$ cat config.mk
export PLATFORM = sky130hd
export DESIGN_NAME = cdc_hs_tx
export DESIGN_NICKNAME = d
export VERILOG_FILES = /design/src/rtl/cdc_hs_tx.sv
export SDC_FILE = /design/constraint.sdc
export NUM_CORES = 1
export LEC_CHECK = 0
export ABC_AREA = 1
export CAP_MARGIN = 20
export CORE_ASPECT_RATIO = 1.75
export CORE_MARGIN = 3
export CORE_UTILIZATION = 48
export CTS_CLUSTER_DIAMETER = 30
export CTS_CLUSTER_SIZE = 28
export DETAILED_ROUTE_END_ITERATION = 10
export PLACE_DENSITY = 0.85
export SETUP_SLACK_MARGIN = 0.15
export SLEW_MARGIN = 20
export SYNTH_ARGS = -nofsm -noshare
export SYNTH_HDL_FRONTEND = slang
export SYNTH_SLANG_ARGS = --single-unit
$ cat constraint.sdc
create_clock -name clk -period 3.8 [get_ports clk]
set_clock_uncertainty 0.15 [all_clocks]
set_input_delay 0.95 -clock clk [delete_from_list [all_inputs] [get_ports clk]]
set_output_delay 0.95 -clock clk [all_outputs]
set_load 0.02 [all_outputs]
$ cat src/rtl/cdc_hs_tx.sv
// Source side of a 2-phase request/acknowledge handshake for sending a data
// word into another clock domain. The word is held on xfer_data while the
// request toggle is outstanding. The remote acknowledge toggle is
// resynchronised locally before anything uses it.
module cdc_hs_tx #(
  parameter int unsigned DATA_W      = 32,
  parameter int unsigned SYNC_STAGES = 2,
  parameter int unsigned ACK_TIMEOUT = 1024
) (
  input  logic              clk,
  input  logic              rst,
  input  logic              src_valid,
  output logic              src_ready,
  input  logic [DATA_W-1:0] src_data,
  output logic              xfer_req,
  output logic [DATA_W-1:0] xfer_data,
  input  logic              xfer_ack,
  output logic              done,
  output logic              busy,
  output logic              timeout_err,
  input  logic              err_clr
);

  // A timeout of 0 disables the counter; it is kept 1 bit wide so the
  // declarations stay legal.
  localparam int unsigned    CNT_W  = (ACK_TIMEOUT == 0) ? 1 : $clog2(ACK_TIMEOUT + 1);
  localparam logic [CNT_W-1:0] TO_MAX = CNT_W'(ACK_TIMEOUT);
  localparam bit             TO_EN  = (ACK_TIMEOUT != 0);

  typedef enum logic {
    IDLE     = 1'b0,
    WAIT_ACK = 1'b1
  } state_e;

  state_e                 state_q, state_d;
  logic [SYNC_STAGES-1:0] sync_q, sync_d;
  logic                   req_q, req_d;
  logic [DATA_W-1:0]      data_q, data_d;
  logic                   done_q, done_d;
  logic                   err_q, err_d;
  logic [CNT_W-1:0]       cnt_q, cnt_d;

  logic ack_sync;
  logic accept;

  assign ack_sync = sync_q[SYNC_STAGES-1];

  // The peer is in step with us when its acknowledge toggle matches our request toggle.
  assign src_ready = (state_q == IDLE) && (ack_sync == req_q);
  assign accept    = src_valid && src_ready;

  assign xfer_req    = req_q;
  assign xfer_data   = data_q;
  assign done        = done_q;
  assign busy        = (state_q == WAIT_ACK);
  assign timeout_err = err_q;

  // Shift chain on xfer_ack; only the last stage is used.
  always_comb begin
    sync_d = {sync_q[SYNC_STAGES-2:0], xfer_ack};
  end

  // Next-state: accept a word, wait for the acknowledge, and track the timeout.
  always_comb begin
    state_d = state_q;
    req_d   = req_q;
    data_d  = data_q;
    done_d  = 1'b0;
    cnt_d   = cnt_q;
    err_d   = err_q && !err_clr;

    case (state_q)
      IDLE: begin
        if (accept) begin
          data_d  = src_data;
          req_d   = !req_q;
          cnt_d   = '0;
          state_d = WAIT_ACK;
        end
      end
      WAIT_ACK: begin
        if (cnt_q != TO_MAX) begin
          cnt_d = cnt_q + CNT_W'(1);
        end
        // The flag is raised only on the edge where the counter first saturates,
        // so a clear issued later while still waiting takes effect.
        if (TO_EN && (cnt_q != TO_MAX) && (cnt_d == TO_MAX)) begin
          err_d = 1'b1;
        end
        if (ack_sync == req_q) begin
          state_d = IDLE;
          done_d  = 1'b1;
        end
      end
      default: begin
        state_d = IDLE;
      end
    endcase
  end

  // State and output registers with synchronous reset.
  always_ff @(posedge clk) begin
    if (rst) begin
      state_q <= IDLE;
      sync_q  <= '0;
      req_q   <= 1'b0;
      data_q  <= '0;
      done_q  <= 1'b0;
      err_q   <= 1'b0;
      cnt_q   <= '0;
    end else begin
      state_q <= state_d;
      sync_q  <= sync_d;
      req_q   <= req_d;
      data_q  <= data_d;
      done_q  <= done_d;
      err_q   <= err_d;
      cnt_q   <= cnt_d;
    end
  end

endmodule

==> After elaboration in Yosys (flattened, before gate mapping) <==
Cells that the tools add are included.
{ "totals": {"regBits": 49, "in_bits": 37, "elab_cells": 31} }
{ "op_classes": {"n_addsub": 1, "n_eq_ne": 4, "n_mux": 10, "n_bitwise": 1, "reduce_logical": 8} }
{ "ops": {"columns": ["operator", "count"], "rows": [
  ["11-bit 2-to-1 mux", 3],
  ["11-bit one-hot mux with 2 select lines", 1],
  ["11-bit by 1-bit adder with 11-bit output (second input constant)", 1],
  ["11-bit == test (second input constant)", 1],
  ["11-bit != test (second input constant)", 1],
  ["1-bit 2-to-1 mux", 5],
  ["1-bit logical AND", 4],
  ["1-bit logical NOT", 2],
  ["2-bit != test (second input constant)", 1],
  ["1-bit one-hot mux with 2 select lines", 1],
  ["2-bit AND reduction", 1],
  ["2-bit OR reduction", 1],
  ["1-bit == test", 1],
  ["1-bit NOT", 1]
]} }

==> Longest topological paths before layout <==
Gate-level depths: netlist (run 1).
{ "depth": {"depth_word": 7, "depth_mapped": 10, "mapped_depth_nobuf": 10} }

==> Least setup slack after synthesis (run 1) <==
OpenSTA, ideal clock, no wires.
{ "synth_timing": {"path_kind": "register to output", "startpoint": "reg req_q (netlist: xfer_req)", "endpoint": "out src_ready", "arrival_time_ns": 0.992, "setup_slack_ns": 1.708, "stages_incl_launch_ff": 4, "path_buffers": 0, "cell_sequence": "dfxtp_1 > xnor2_1 > inv_1 > nor2_1"} }
{ "synth_via": {"elab_chain_len": 2} }
{ "synth_lines": {"columns": ["item", "line", "source"], "rows": [
  ["start: declaration", "37", "logic req_q, req_d;"],
  ["start signal: assignment", "114", "req_q <= req_d;"],
  ["1-bit == test", "49", "assign src_ready = (state_q == IDLE) && (ack_sync == req_q);"],
  ["1-bit logical AND", "49", null],
  ["end: declaration", "13", "output logic src_ready,"]
]} }
Every way passes these cells.

==> Final worst setup path (run 1) <==
{ "layout_timing": {"startpoint": "reg state_q (netlist: busy)", "endpoint": "out busy"} }
{ "layout_lines": {"columns": ["item", "line", "source"], "rows": [
  ["start: declaration", "35", "state_e state_q, state_d;"],
  ["start signal: assignment", "112", "state_q <= state_d;"],
  ["end: declaration", "19", "output logic busy,"]
]} }
No word-level cell between the ends.

==> out/qor.yml, run 1 <==
run_status:
  status: "finished, final reports clean"
timing:
  slew_viol_final: 0
  period_needed_ns: 2.823
  hold_viol: 0
  slew_headroom: 0.4670
  tightest_slew_ns: 0.7987
  finalSetupViolCount: 0
  max_freq_mhz: 354.2
  rsz0062_at_grt: "no"
  finalCritPeriodShare: 0.7429
  fin_setup_tns_ns: 0
final_layout:
  final_net_count: 393
  fillers: 335
  drive_gt1_frac: 0.07324
  n_antenna_cell: 0
  syn_to_final_growth_pct: 39.79
logic_synthesis:
  synth_compound_area_frac: 0.1194
  synthAdderAreaFrac: 0.01188
  synth_enable_flop_cells: 0
  synth-simple-area-share: 0.3100
  synth-seq-cells: 49
  synth_most_common_cell: "nor2_1"
  synth_commonest_cells: "nor2_1, dfxtp_1, nand2_1"
  syn_nets: 325
  synth-xor-area-share: 0.01663
  synth-main-ff-cell: "dfxtp_1"
  synth_top_area_frac: 0.4656
  synth.distinct_cells: 31
  yosysTopAreaCell: "dfxtp_1"
  synth_mux_area_frac: 0
  synth_area_leaders: "dfxtp_1, nor2_1, o21ai_0, nand2_1, inv_1"
  synth_top_family_by_area: "simple AND/OR/NAND/NOR gates"
  synth.avg_cell_area_um2: 7.367
  synth_area_um2: 2107
  syn-instance-count: 286
  synth_seq_area_share: 0.4656
  ys_async_sr_fraction: 0
  yosysWarnings: 0
min_path:
  hold_class: "flop to flop"
global_route:
  grt_pass1_vias: 1998
  gr-usage-all-layers: 0.2142
  grt-ovfl-total: 0
  grt_pass1_wl_um: 9004
  grt_max_degree: 35
  grt_antenna_before_repair: 0
clock_tree:
  cts-resized-gates: 0
  cts_tree: "yes"
  ctsHoldBuffers: 0
  cts_made_buffers: 5
  clockBufferDepth: 2
  clk_latency_ns: 0.30
  root_buffer: "clkbuf_8"
  path_clk_slew_ns: 0.09
  htree_num_levels: 2
  post_cts_buffers: 0
  cts_sinks: 49
critical_path:
  critPathSlowestCell: "clkdlybuf4s50_1"
  critPathBufInv: 1
  path_class: "flop to output port"
  cp_cell_sequence: "clkdlybuf4s50_1"
  slowest_delay_ns: 0.72
  start_kind: "flop"
  required_ns: 2.70
  crit_family: "buffers and inverters"
  end_kind: "output port"
  arrival_ns: 1.72
  path_max_fanout: 12
detailed_routing:
  via_per_inst: 5.017
  drt_iter0_markers: 62
  drc: 0
  num_vias: 2027
  drtAntennaViolNets: 0
  wl_per_cell_um: 13.34
  drt-total-wl_um: 5389
  first_pass_iters: 4
flow_run:
  maxCapViolations: 0
placed_design:
  place_congestion: 0.9047
  dp_hpwl_um: 3965
  numPortBuffers: 73
die:
  core-area_um2: 4189
  die_area_um2: 5252
  pin_count: 74
  num_rows: 31
  die_h_um: 93.65
  start_util: 0.5030
  die_w_um: 56.09
pwr:
  power.density_nw_per_um2: 431.0
  p_leak_nw: 1.219
  ir_drop_mv: 0.4523
  p_total_mw: 1.270
-- routing by layer --
metal | up-vias | part of all wire | track usage | wire length [um]
met5 | - | 0 | 0 | 0
met4 | 0 | 0.019 | 0.08911 | 105
met3 | 10 | 0.038 | 0.04558 | 205
met2 | 46 | 0.54 | 0.3896 | 2931
met1 | 928 | 0.40 | 0.2360 | 2146
li1 | 1043 | - | - | -
-- cell families after synthesis --
logic type | Yosys count
adders and majority gates | 2
AOI/OAI and AO/OA | 47
DFF | 49
and+or+nand+nor | 149
buffers and inverters | 35
xor gates and xnor gates | 4
-- sequential cells by signal (all words and copies together), names as in the netlist --
name and cells:
cnt_q 11, sync_q 2, done 1, xfer_req 1
busy 1, timeout_err 1, xfer_data 32
-- per-stage QoR --
stage	utilization	hold slack, ns	area, um^2	cells	setup WS [ns]
CTS	0.7031	0.2672	2945	404	0.9619
detailed placement	0.6756	0.2539	2830	396	0.8723
global placement	0.6756	0.2493	2830	396	0.9346
floorplan	-	0.2383	2107	286	1.708
global route	0.7031	0.3106	2945	404	0.9234
finish	0.7031	0.2633	2945	404	0.9771
-- worst register-to-register path, delay by kind of cell, from the launching register on --
| kind | cells | cell delay (ns) |
|---|---|---|
| AOI/OAI and AO/OA | 1 | 0.12 |
| buffers and inverters | 2 | 0.50 |
| DFF | 1 | 0.71 |
| and+or+nand+nor | 2 | 0.56 |
-- cells in the final DEF, fill, tap and decap left out, types with 2 or more instances in the layout --
master / Yosys / layout
nor2_1: 82 / 82
clkdlybuf4s50_1: 0 / 73
nand4_1: 3 / 3
nor3_1: 2 / 2
xor2_1: 3 / 3
clkbuf_8: 0 / 5
nand3_1: 8 / 8
nand2_1: 38 / 38
o21ai_0: 32 / 32
o22ai_1: 2 / 2
dfxtp_1: 49 / 49
ha_1: 2 / 2
nand3_2: 4 / 4
nor2_2: 4 / 4
o21ai_1: 2 / 2
inv_1: 21 / 21
nand2_2: 4 / 4
a21oi_1: 7 / 7
-- worst paths after layout --
check / startpoint / to / slack [ns] / cells after the start
min reg2reg: sync_q[0]$_SDFF_PP0_ / sync_q[1]$_SDFF_PP0_ / 0.26 / 2
max: busy$_SDFF_PP0_ / busy / 0.98 / 1
max reg2reg: busy$_SDFF_PP0_ / cnt_q[0]$_SDFFE_PP0P_ / 1.67 / 5
min: sync_q[0]$_SDFF_PP0_ / sync_q[1]$_SDFF_PP0_ / 0.26 / 2
-- layout make-up --
cell class,count,area (um^2),area share
sequential,49,980.9,0.3331
multi-input combinational,202,964.7,0.3275
timing repair buffer,74,738.2,0.2506
inverter,22,85.08,0.02889
clock buffer,5,68.82,0.02336
tap,49,61.31,0.02082
clock inverter,3,46.29,0.01572
-- where the power goes --
part	internal [mW]	switching (mW)	total, mW
combinational	0.143	0.162	0.305
clock	0.197	0.177	0.374
sequential	0.561	0.0294	0.590
total	0.901	0.369	1.27
Note: power is estimated with default switching activity, not from simulation.
==> run 2, diff against run 1 <==
CORE_UTILIZATION = 40   (was 48)
PLACE_DENSITY = 0.75   (was 0.85)
clock period = 2.4 ns   (was 3.8 ns; I/O delays follow)
==> out/qor.yml, run 2 (synthesis gave the netlist of run 1 again) <==
global_route:
  grt_max_degree: 35
  grt-ovfl-total: 0
  grt_antenna_before_repair: 0
  grt_pass1_vias: 1964
  grt_pass1_wl_um: 8804
  gr-usage-all-layers: 0.1879
clock_tree:
  htree_num_levels: 2
  cts_sinks: 49
  cts_tree: "yes"
  clk_latency_ns: 0.30
  cts_made_buffers: 5
  ctsHoldBuffers: 0
  path_clk_slew_ns: 0.09
  root_buffer: "clkbuf_8"
  clockBufferDepth: 2
timing:
  period_needed_ns: 2.107
  finalSetupViolCount: 0
  fin_setup_tns_ns: 0
  rsz0062_at_grt: "no"
  finalCritPeriodShare: 0.8781
  max_freq_mhz: 474.5
  slew_viol_final: 0
  tightest_slew_ns: 0.3773
  slew_headroom: 0.7485
  timing.hold.ws_ns: 0.2515
  hold_viol: 0
detailed_routing:
  first_pass_iters: 4
  drt-total-wl_um: 5344
  drt_iter0_markers: 63
  via_per_inst: 4.889
  drc: 0
  wl_per_cell_um: 12.88
  drtAntennaViolNets: 0
  num_vias: 2029
critical_path:
  end_kind: "output port"
  arrival_ns: 1.36
  path_class: "flop to output port"
  r2r_slack_ns: 0.65
  reg2reg_from: "busy$_SDFF_PP0_"
  required_ns: 1.65
  ff2ff_path_depth: 6
  start_kind: "flop"
  path_max_fanout: 4
  reg2reg_to: "xfer_data[21]$_SDFFE_PP0P_"
final_layout:
  n_antenna_cell: 0
  drive_gt1_frac: 0.08864
  fin_util: 0.5910
  final_common_cell: "nor2_1"
  largest_register_ffs: 32
  final_cells: 415
  design_area_um2: 2967
  final_net_count: 399
  syn_to_final_growth_pct: 40.80
  layout_common_cells: "nor2_1, clkdlybuf4s50_1, dfxtp_1"
die:
  pin_count: 74
  core-area_um2: 5020
  start_util: 0.4197
  num_rows: 34
  die_w_um: 60.87
  die_h_um: 102.0
  die_area_um2: 6209
placed_design:
  place_area_um2: 2882
  numPortBuffers: 73
  place_congestion: 0.8877
  place_inst: 407
  dp_hpwl_um: 4166
pwr:
  pwr-share-clk: 0.247
  power_switching_mw: 0.5700
  sw_frac_of_total: 0.3010
  ir_drop_mv: 0.4885
  p_int_mw: 1.324
  p_seq_frac: 0.489
  power.density_nw_per_um2: 638.4
  share_comb_of_total_power: 0.264
  p_leak_nw: 1.239
min_path:
  min_path_cells: 2
  min-delay-start: "sync_q[0]$_SDFF_PP0_"
  holdPathEnd: "sync_q[1]$_SDFF_PP0_"
  hold_class: "flop to flop"
run_status:
  status: "finished, final reports clean"
flow_run:
  maxCapViolations: 0
## run 2: cell count changes in the layout (fill, tap and decap cells not counted), sizes merged
cell,previous run,this run
buf,1,7
bufinv,1,0
clkdlybuf4s50,73,72
clkinv,1,2
dlygate4sd2,0,1
## run 2: worst max-delay path by stage
stage,startpoint,to,slack [ns],depth (start not counted)
3_5_place_dp,src_valid,xfer_data[23]$_SDFFE_PP0P_,0.19,5
6_report,xfer_req$_SDFFE_PP0P_,src_ready,0.29,4
4_1_cts,xfer_req$_SDFFE_PP0P_,src_ready,0.26,4
3_3_place_gp,src_valid,xfer_data[0]$_SDFFE_PP0P_,0.22,5
5_1_grt,xfer_req$_SDFFE_PP0P_,src_ready,0.18,4
2_1_floorplan,xfer_req$_SDFFE_PP0P_,src_ready,0.66,3
## run 2: cell type report
| cell class | instances | area [um^2] |
|---|---|---|
| flip-flops and latches | 49 | 980.9 |
| fillers | 466 | 2053 |
| clock buffers | 5 | 68.82 |
| inverters | 22 | 85.08 |
| multi-input cells | 202 | 964.7 |
| well taps | 54 | 67.56 |
| repair buffers | 80 | 782.0 |
| clock inverters | 3 | 17.52 |
## run 2: per-layer routing
| layer | up-vias | routed length [um] | GRT usage |
|---|---|---|---|
| met5 | - | 0 | 0 |
| met4 | 0 | 72 | 0.06177 |
| met3 | 7 | 214 | 0.03919 |
| met2 | 51 | 3076 | 0.3479 |
| met1 | 916 | 1980 | 0.2036 |
| li1 | 1055 | - | - |
## run 2: timing repair
| item | 4_1_cts | 5_1_grt |
|---|---|---|
| endpoints found under the setup margin | 1 | 0 |
| resized for setup | 1 | 0 |
| setup buffers | 0 | 0 |
| hold endpoints to repair | 0 | 0 |
## run 2: power by group through the flow
stage                     Sequential [mW]  Clock (mW)  Combinational [mW]
final                               0.926       0.467               0.500
after global routing                0.936       0.523               0.548
after CTS                           0.927       0.484               0.509
after detailed placement            0.944           0               0.510
after global placement              0.946           0               0.504
after floorplan                      1.03           0               0.174
## run 2: per-stage QoR
step | worst slack, ns | total power, mW
2_1_floorplan | 0.6578 | 1.203
3_3_place_gp | 0.2216 | 1.450
3_5_place_dp | 0.1865 | 1.454
4_1_cts | 0.2647 | 1.920
5_1_grt | 0.1787 | 2.006
6_report | 0.2925 | 1.894
## run 2: critical path, stage by stage, from the launching register on
cell	delay, ns
dfxtp_1	0.41
xnor2_1	0.15
inv_1	0.09
nor2_1	0.08
dlygate4sd2_1	0.33
==> run 3, diff against run 2 <==
CORE_UTILIZATION = 42   (was 40)
CTS_BUF_LIST = sky130_fd_sc_hd__clkbuf_2 sky130_fd_sc_hd__clkbuf_4 sky130_fd_sc_hd__clkbuf_8   (was not set)
PLACE_DENSITY = 0.78   (was 0.75)
==> out/qor.yml, run 3 (synthesis gave the netlist of run 1 again) <==
run_status:
  status: "finished, final reports clean"
final_layout:
  final_common_cell: "nor2_1"
  fillers: 421
  n_antenna_cell: 0
  regArea_um2: 980.9
  layout_common_cells: "nor2_1, clkdlybuf4s50_1, dfxtp_1"
  fin_util: 0.6258
  multi_input_area_um2: 964.7
  syn_to_final_growth_pct: 41.03
  largest_register_ffs: 32
  drive_gt1_frac: 0.08357
  final_net_count: 397
critical_path:
  ff2ff_path_depth: 9
  path_max_fanout: 4
  reg2reg_from: "cnt_q[0]$_SDFFE_PP0P_"
  required_ns: 1.65
  start_kind: "flop"
  path_class: "flop to output port"
  slowest_delay_ns: 0.39
  end_kind: "output port"
  arrival_ns: 1.34
  r2r_slack_ns: 0.57
  cp_cell_sequence: "xnor2_1, inv_1, nor2_1, dlygate4sd2_1"
  reg2reg_to: "timeout_err$_SDFF_PP0_"
  startpoint: "xfer_req$_SDFFE_PP0P_"
  critPathSlowestCell: "dfxtp_1"
clock_tree:
  htree_num_levels: 2
  clk_latency_ns: 0.29
  cts_tree: "yes"
  cts_sinks: 49
  path_clk_slew_ns: 0.09
  ctsHoldBuffers: 0
  cts_made_buffers: 5
  root_buffer: "clkbuf_8"
  clockBufferDepth: 2
die:
  start_util: 0.4437
  num_rows: 33
  die_area_um2: 5936
  die_w_um: 59.54
  core-area_um2: 4748
  die_h_um: 99.70
  pin_count: 74
timing:
  tightest_slew_ns: 0.3361
  slew_viol_final: 0
  fin_setup_tns_ns: 0
  finalCritPeriodShare: 0.8705
  period_needed_ns: 2.089
  rsz0062_at_grt: "no"
  finalSetupViolCount: 0
  timing.hold.ws_ns: 0.2577
  slew_headroom: 0.7756
  max_freq_mhz: 478.7
  hold_viol: 0
flow_run:
  maxCapViolations: 0
detailed_routing:
  drt_iter0_markers: 62
  num_vias: 2028
  drc: 0
  drt-total-wl_um: 5398
  via_per_inst: 4.934
  wl_per_cell_um: 13.13
  drtAntennaViolNets: 0
  first_pass_iters: 4
pwr:
  power.density_nw_per_um2: 652.6
  p_leak_nw: 1.240
  ir_drop_mv: 0.5669
placed_design:
  dp_hpwl_um: 4099
  place_congestion: 0.8652
  numPortBuffers: 73
global_route:
  grt_pass1_vias: 1965
  grt_max_degree: 35
  grt_pass1_wl_um: 8907
  gr-usage-all-layers: 0.1933
  grt-ovfl-total: 0
  grt_antenna_before_repair: 0
min_path:
  min_path_cells: 2
  holdPathEnd: "sync_q[1]$_SDFF_PP0_"
  min-delay-start: "sync_q[0]$_SDFF_PP0_"
  hold_class: "flop to flop"
## run 3: changes by cell type in the layout (fill, tap and decap cells not counted), sizes merged
cell	change
clkbuf	+1
buf	-2
clkinvlp	-1
## run 3: power breakdown
| part | leakage [nW] | total, mW | internal (mW) | switching [mW] |
|---|---|---|---|---|
| registers | 0.403 | 0.927 | 0.888 | 0.0394 |
| clock network | 0.0512 | 0.512 | 0.234 | 0.278 |
| logic | 0.786 | 0.500 | 0.237 | 0.263 |
## run 3: worst max-delay path by stage
stage	end	cells past startpoint
after floorplan	src_ready	3
after global placement	cnt_q[1]$_SDFFE_PP0P_	8
after detailed placement	cnt_q[1]$_SDFFE_PP0P_	8
after CTS	src_ready	4
after global routing	src_ready	4
final	src_ready	4
## run 3: metrics by stage
stage / std cells / total power [mW] / setup slack (ns) / cell area (um^2)
floorplan: 286 / 1.203 / 0.6578 / 2107
finish: 411 / 1.939 / 0.3109 / 2972
global route: 411 / 2.041 / 0.1951 / 2972
CTS: 411 / 1.954 / 0.2860 / 2972
global placement: 403 / 1.446 / 0.2683 / 2877
detailed placement: 403 / 1.452 / 0.2536 / 2877
## run 3: layout make-up
class	count	share of cell area
sequential	49	0.3301
multi-input combinational	202	0.3246
timing repair buffer	78	0.2623
inverter	22	0.02863
clock buffer	6	0.02779
tap	52	0.02189
clock inverter	2	0.004632
## run 3: worst max-delay path: cells and delay by family, from the launching register on
kind          cells  cell delay [ns]
buf+inv           2             0.43
flops             1             0.39
simple gates      1             0.08
xor+xnor          1             0.15
## run 3: layer usage
layer,track usage,vias to the layer above,part of all wire
met4,0.08191,0,0.030
met1,0.2221,907,0.40
met5,0,-,0
met3,0.04416,13,0.047
met2,0.3319,59,0.53
li1,-,1049,-
## run 3: what timing repair did
action,CTS,global route
setup buffers,0,0
setup endpoints to repair,1,0
gates resized for setup,1,0
